File: src/rtl/load_store_unit.sv
// load_store_unit
//   Multi-cycle data-memory responder for the 8-bit core's save/load path.
//   A request (address, store data, destination register) is latched when the
//   unit is idle, spends WAIT_CYCLES cycles in ACCESS, commits on the last of
//   those edges, then spends one cycle in RESP, where done pulses. For loads,
//   wb_valid also pulses in RESP, alongside wb_data/wb_reg, in the form the
//   register file consumes.
//
// Ports
//   clk, rst            clock (rising edge), asynchronous active-high reset
//   req_valid           request present; sampled only while idle
//   req_is_load         1 = load, 0 = store
//   req_addr            byte address (ADDR_W bits, wraps naturally)
//   req_store_data      byte to store
//   req_dest            destination register index for loads
//   busy                unit not idle; requests ignored while high
//   done                one-cycle pulse on completion of any request
//   wb_valid            one-cycle register-write strobe, loads only
//   wb_data, wb_reg     last loaded byte and its destination index (held)
module load_store_unit #(
  parameter int unsigned ADDR_W      = 4,
  parameter int unsigned WAIT_CYCLES = 2
) (
  input  logic              clk,
  input  logic              rst,
  input  logic              req_valid,
  input  logic              req_is_load,
  input  logic [ADDR_W-1:0] req_addr,
  input  logic [7:0]        req_store_data,
  input  logic [2:0]        req_dest,
  output logic              busy,
  output logic              done,
  output logic              wb_valid,
  output logic [7:0]        wb_data,
  output logic [2:0]        wb_reg
);

  localparam int unsigned DEPTH = 2 ** ADDR_W;

  typedef enum logic [1:0] {
    IDLE,
    ACCESS,
    RESP
  } state_t;

  state_t            state;
  logic [3:0]        count;
  logic              lat_is_load;
  logic [ADDR_W-1:0] lat_addr;
  logic [7:0]        lat_data;
  logic [2:0]        lat_dest;
  logic [7:0]        mem [DEPTH];

  // busy/done/wb_valid are registered copies of the state decode, so they are
  // set on the edge that enters the corresponding state and cleared on the edge
  // that leaves it.
  always_ff @(posedge clk or posedge rst) begin
    if (rst) begin
      state       <= IDLE;
      count       <= '0;
      lat_is_load <= 1'b0;
      lat_addr    <= '0;
      lat_data    <= '0;
      lat_dest    <= '0;
      busy        <= 1'b0;
      done        <= 1'b0;
      wb_valid    <= 1'b0;
      wb_data     <= '0;
      wb_reg      <= '0;
      for (int unsigned i = 0; i < DEPTH; i++) begin
        mem[i] <= '0;
      end
    end else begin
      case (state)
        IDLE: begin
          if (req_valid) begin
            lat_is_load <= req_is_load;
            lat_addr    <= req_addr;
            lat_data    <= req_store_data;
            lat_dest    <= req_dest;
            count       <= 4'(WAIT_CYCLES);
            busy        <= 1'b1;
            state       <= ACCESS;
          end
        end
        ACCESS: begin
          count <= count - 4'd1;
          if (count == 4'd1) begin
            if (lat_is_load) begin
              wb_data <= mem[lat_addr];
              wb_reg  <= lat_dest;
            end else begin
              mem[lat_addr] <= lat_data;
            end
            done     <= 1'b1;
            wb_valid <= lat_is_load;
            state    <= RESP;
          end
        end
        RESP: begin
          busy     <= 1'b0;
          done     <= 1'b0;
          wb_valid <= 1'b0;
          state    <= IDLE;
        end
        default: begin
          busy     <= 1'b0;
          done     <= 1'b0;
          wb_valid <= 1'b0;
          state    <= IDLE;
        end
      endcase
    end
  end

endmodule

File: config.mk
export PLATFORM = sky130hd
export DESIGN_NAME = load_store_unit
export DESIGN_NICKNAME = d
export VERILOG_FILES = /design/src/rtl/load_store_unit.sv
export SDC_FILE = /design/constraint.sdc
export NUM_CORES = 1
export LEC_CHECK = 0
export ABC_AREA = 1
export CAP_MARGIN = 20
export CORE_MARGIN = 3
export CORE_UTILIZATION = 45
export CTS_CLUSTER_DIAMETER = 120
export DETAILED_ROUTE_END_ITERATION = 8
export SLEW_MARGIN = 20
export SYNTH_ARGS = -nofsm -noshare
export SYNTH_HDL_FRONTEND = slang
export SYNTH_SLANG_ARGS = --single-unit
File: constraint.sdc
create_clock -name clk -period 5.9 [get_ports clk]
set_clock_uncertainty 0.05 [all_clocks]
set_input_delay 1.18 -clock clk [delete_from_list [all_inputs] [get_ports clk]]
set_output_delay 1.18 -clock clk [all_outputs]
set_load 0.02 [all_outputs]
* After elaboration in Yosys (flattened, before gate mapping) *
Index checks and enable logic that the tools add are counted.

operators by class
  add/subtract/negate cells = 1
  $lt $le $gt $ge = 2
  equal/unequal tests = 4
  multiplexer cells = 17
  bitwise gates (word level) = 4
  reductions and logical operators = 10

operator list
  operator                                                  number
  bitwise mux 128 bit                                       1
  binary-select mux 8 bit (select 4 bit)                    1
  demux 8 bit (select 4 bit)                                1
  2-to-1 mux 8 bit                                          3
  AND reduction 2 bit                                       5
  one-hot mux 4 bit (2 select lines)                        1
  one-hot mux 1 bit (2 select lines)                        3
  AND reduction 3 bit                                       2
  greater-or-equal comparator 5 bit, second input constant  1
  < comparator 5 x 1 -> 1 bit, second input constant        1
  inverter 4 -> 5 bit                                       1
  equality test 4 x 1 -> 1 bit, second input constant       1
  2-to-1 mux 2 bit                                          2
  2-to-1 mux 4 bit                                          1
  inequality test 2 bit, second input constant              2
  one-hot mux 2 bit (2 select lines)                        1
  subtractor 4 x 1 -> 4 bit, second input constant          1
  2-to-1 mux 1 bit                                          3
  inverter 1 bit                                            3
  equality test 2 x 1 -> 1 bit, second input constant       1
  zero test 2 bit                                           1
  nonzero test 2 bit                                        1
  logical AND 1 bit                                         1

storage, ports and cells
  bits in registers = 164
  output and inout bits = 14
  logic and storage cells = 65

* Depth between registers and ports, before layout *
  depth after elaboration = 6
  mapped depth = 10
  depth with buffers taken out = 9

* Worst setup path before layout *
No wires, ideal clock.

  kind = input to register
  start = input req_valid
  end = register lat_addr[0]
  arrival time = 1.783 ns
  data required time = 5.718 ns
  path slack = 3.936 ns
  cell stages on the path = 5
  path buffers = 2
  cell sequence = nand2_1 inv_2 buf_2 buf_2 o21ai_1

between the ends
  word-level cells in the longest chain between the ends = 1

ends and longest elaborated chain
  what                           line  RTL
  start, declared                26    input logic req_valid,
  AND reduction 2 bit (no line)  -
  end signal, assigned           78    lat_addr <= req_addr;
  end, declared                  49    logic [ADDR_W-1:0] lat_addr;

Every way passes these cells.
A chain may end at the register's enable or synchronous reset.

* Final worst setup path *
  start = register lat_addr[0]
  end = register wb_data[6]

between the ends
  word-level cells in the longest chain between the ends = 4

ends and longest elaborated chain
  what                                                  line  RTL
  inverter 4 -> 5 bit (not written as such)             90    wb_data <= mem[lat_addr];
  binary-select mux 8 bit (select 4 bit)                90
  2-to-1 mux 8 bit (not written as such) (2 in series)  90
  end signal, assigned                                  90
  end, declared                                         34    output logic [7:0] wb_data,

Every way passes these cells. The select of a mux whose other input is x is not followed.

==> metrics.yaml <==
worst_setup_path:
  cp.required_ps: 6160
  setup.worst_path.class: "reg2reg"
  critPathMaxFanout: 59
  end_kind: "flip-flop"
  worstPathArrival_ps: 3030
  start_kind: "flip-flop"
final_layout:
  fill_cells: 1601
  top_regs: "mem: 128 flops, lat_data: 8 flops, wb_data: 8 flops"
  drive_gt1_frac: 0.101
  diodes: 0
  final_nets: 973
  top_register: "mem"
  syn_to_final_growth_pct: 13.5
  largest_reg_flops: 128
drt:
  drc: 0
  via_per_inst: 5.07
  drt_iter0_drc: 319
  dr_total_vias: 6007
  first_pass_iters: 5
  detail-route-antenna-nets: 0
  wire_per_inst_um: 15.7
  routed_wl_mm: 18.6
sta:
  setup_violations: 0
  maxSlewHeadroom: 0.374
  worstMarginPinSlew_ps: 938
  fin_crit_ps: 2770
  final.setup.tns_ps: 0
  finalCritPeriodShare: 0.469
  setup_ws_ps: 3130
  report.final.slew_viol_count: 0
  rsz0062_at_grt: "no"
  finalHoldViolations: 0
  max_freq_mhz: 361
synthesis:
  synth_area_um2: 7690
  synth_nets: 968
  synth_common_cells: "480 x nand2_1, 164 x dfrtp_1, 118 x o21ai_1"
  synthTopCellsByArea: "dfrtp_1 53%, nand2_1 23%, o21ai_1 7.7%"
  syn_avg_cell_area_um2: 8.12
  async_flop_share: 1.00
  yosysSeqAreaShare: 0.534
  yosys_warnings: 0
  synth_cell_types: 25
  synth-seq-cells: 164
  synth_cells: 947
  synthFlopType: "dfrtp_1"
  synth_top_area_share: 0.534
  synth_edf_count: 0
  synth_top_area_cell: "dfrtp_1"
  yosysMostFrequentCell: "nand2_1"
run_status:
  outcome: "completed"
die:
  die_w_um: 137
  std_cell_rows: 47
  core_area_um2: 16600
  io_pins: 33
  die_area_um2: 18700
  initial_utilization: 0.462
  die_height_um: 137
clocking:
  clockBufferDepth: 2
  cts_tree: "built"
  post_cts_buffers: 0
  cts_root_buf: "clkbuf_16"
  cts_made_buffers: 17
  htree_levels: 4
  cts_hold_buf: 0
  clkSinkCount: 164
  clk_latency_ps: 430
  cts.clk_slew.worst_paths_ps: 60
  cts.repair.resized: 0
grt:
  grt_overflow: 0
  grt_pass1_vias: 5656
  track_usage: 0.215
  grt_pass1_wl_mm: 30.9
  grt_antenna_before_repair: 0
  grt_max_degree: 83
place:
  place_hpwl_mm: 11.2
  portBuffers: 32
  place.gp.congestion: 0.790
  dp_slack_ps: 2970
worst_hold_path:
  hold_path.class: "reg2reg"
power:
  comb_power_share: 0.329
  p_sw_w: 0.00164
  ir_drop_v: 0.000237
  sequentialPowerShare: 0.377
  p_per_area_nw_per_um2: 482
  power.share.clock: 0.294
  swShare: 0.389
  p_int_w: 0.00257
  p_leak_nw: 4.26
flow_run:
  cap_viol_max_count: 0
[cells by family after synthesis]
kind of cell,count (synthesis),synth area share
compound gates,149,0.107
fa+ha+maj,2,0.00325
buf+inv,82,0.0506
flops,164,0.534
simple gates,550,0.306
[placed cells by master (no fill, tap or decap), types with 6 or more instances in the layout]
cell and instances:
o21ai_1 118, o21ai_0 7, nand2_1 480, dfrtp_1 163, buf_4 6, inv_1 15
nor2_1 29, clkdlybuf4s50_1 32, clkbuf_16 17, nand3_1 17, nand3_4 9, inv_2 13
o21ai_2 20
[metal layers]
| layer | track usage | vias to the layer above | share of wire | wire length [um] |
|---|---|---|---|---|
| met1 | 0.299 | 2843 | 0.47 | 8850 |
| met3 | 0.0518 | 24 | 0.047 | 878 |
| met4 | 0.0515 | 0 | 0.013 | 240 |
| met5 | 0 | - | 0 | 0 |
| met2 | 0.343 | 132 | 0.47 | 8670 |
| li1 | - | 3008 | - | - |
[path summary, 6_finish.rpt]
kind | to | slack [ps] | cells past startpoint | start
hold reg to reg | wb_reg[0] | 430 | 2 | lat_dest[0]
setup reg to reg | wb_data[6] | 3130 | 11 | lat_addr[0]
setup / recovery | wb_data[6] | 3130 | 11 | lat_addr[0]
hold / removal | wb_reg[0] | 430 | 2 | lat_dest[0]
max in group asynchronous | mem[122] | 3510 | 3 | rst
min in group asynchronous | wb_reg[2] | 1220 | 2 | rst
[layout make-up]
cell class	count	area, um^2	area share
Sequential cell	164	4110	0.470
Multi-Input combinational cell	701	3200	0.367
Clock inverter	12	203	0.0232
Timing Repair Buffer	38	365	0.0419
Inverter	30	123	0.0141
Clock buffer	20	457	0.0523
Tap cell	220	275	0.0315
[through the flow]
stage	util	area, um^2	hold WS, ps	std cells	power (W)
floorplan	-	7690	399	947	0.00257
global placement	0.485	8070	408	1153	0.00298
detailed placement	0.485	8070	410	1153	0.00300
CTS	0.524	8730	426	1185	0.00424
global route	0.524	8730	451	1185	0.00447
finish	0.524	8730	425	1185	0.00421
[critical path, cell delays in order, from the launching register on]
cell     delay [ps]
dfrtp_2         350
buf_4           570
inv_2           450
buf_4           410
nand2_1         110
nand2_1          50
nand2_1          50
nand2_1         120
nand2_1          90
nand3_1          90
nor2_1          210
nor2_1           60
[power by group through the flow]
stage	sequential [W]	combinational, W	clock (W)
after CTS	0.00159	0.00140	0.00126
after global routing	0.00162	0.00154	0.00130
after global placement	0.00160	0.00138	0
after detailed placement	0.00161	0.00140	0
after floorplan	0.00163	0.000944	0
final	0.00159	0.00138	0.00124
Note: power is estimated with default switching activity, not from simulation.
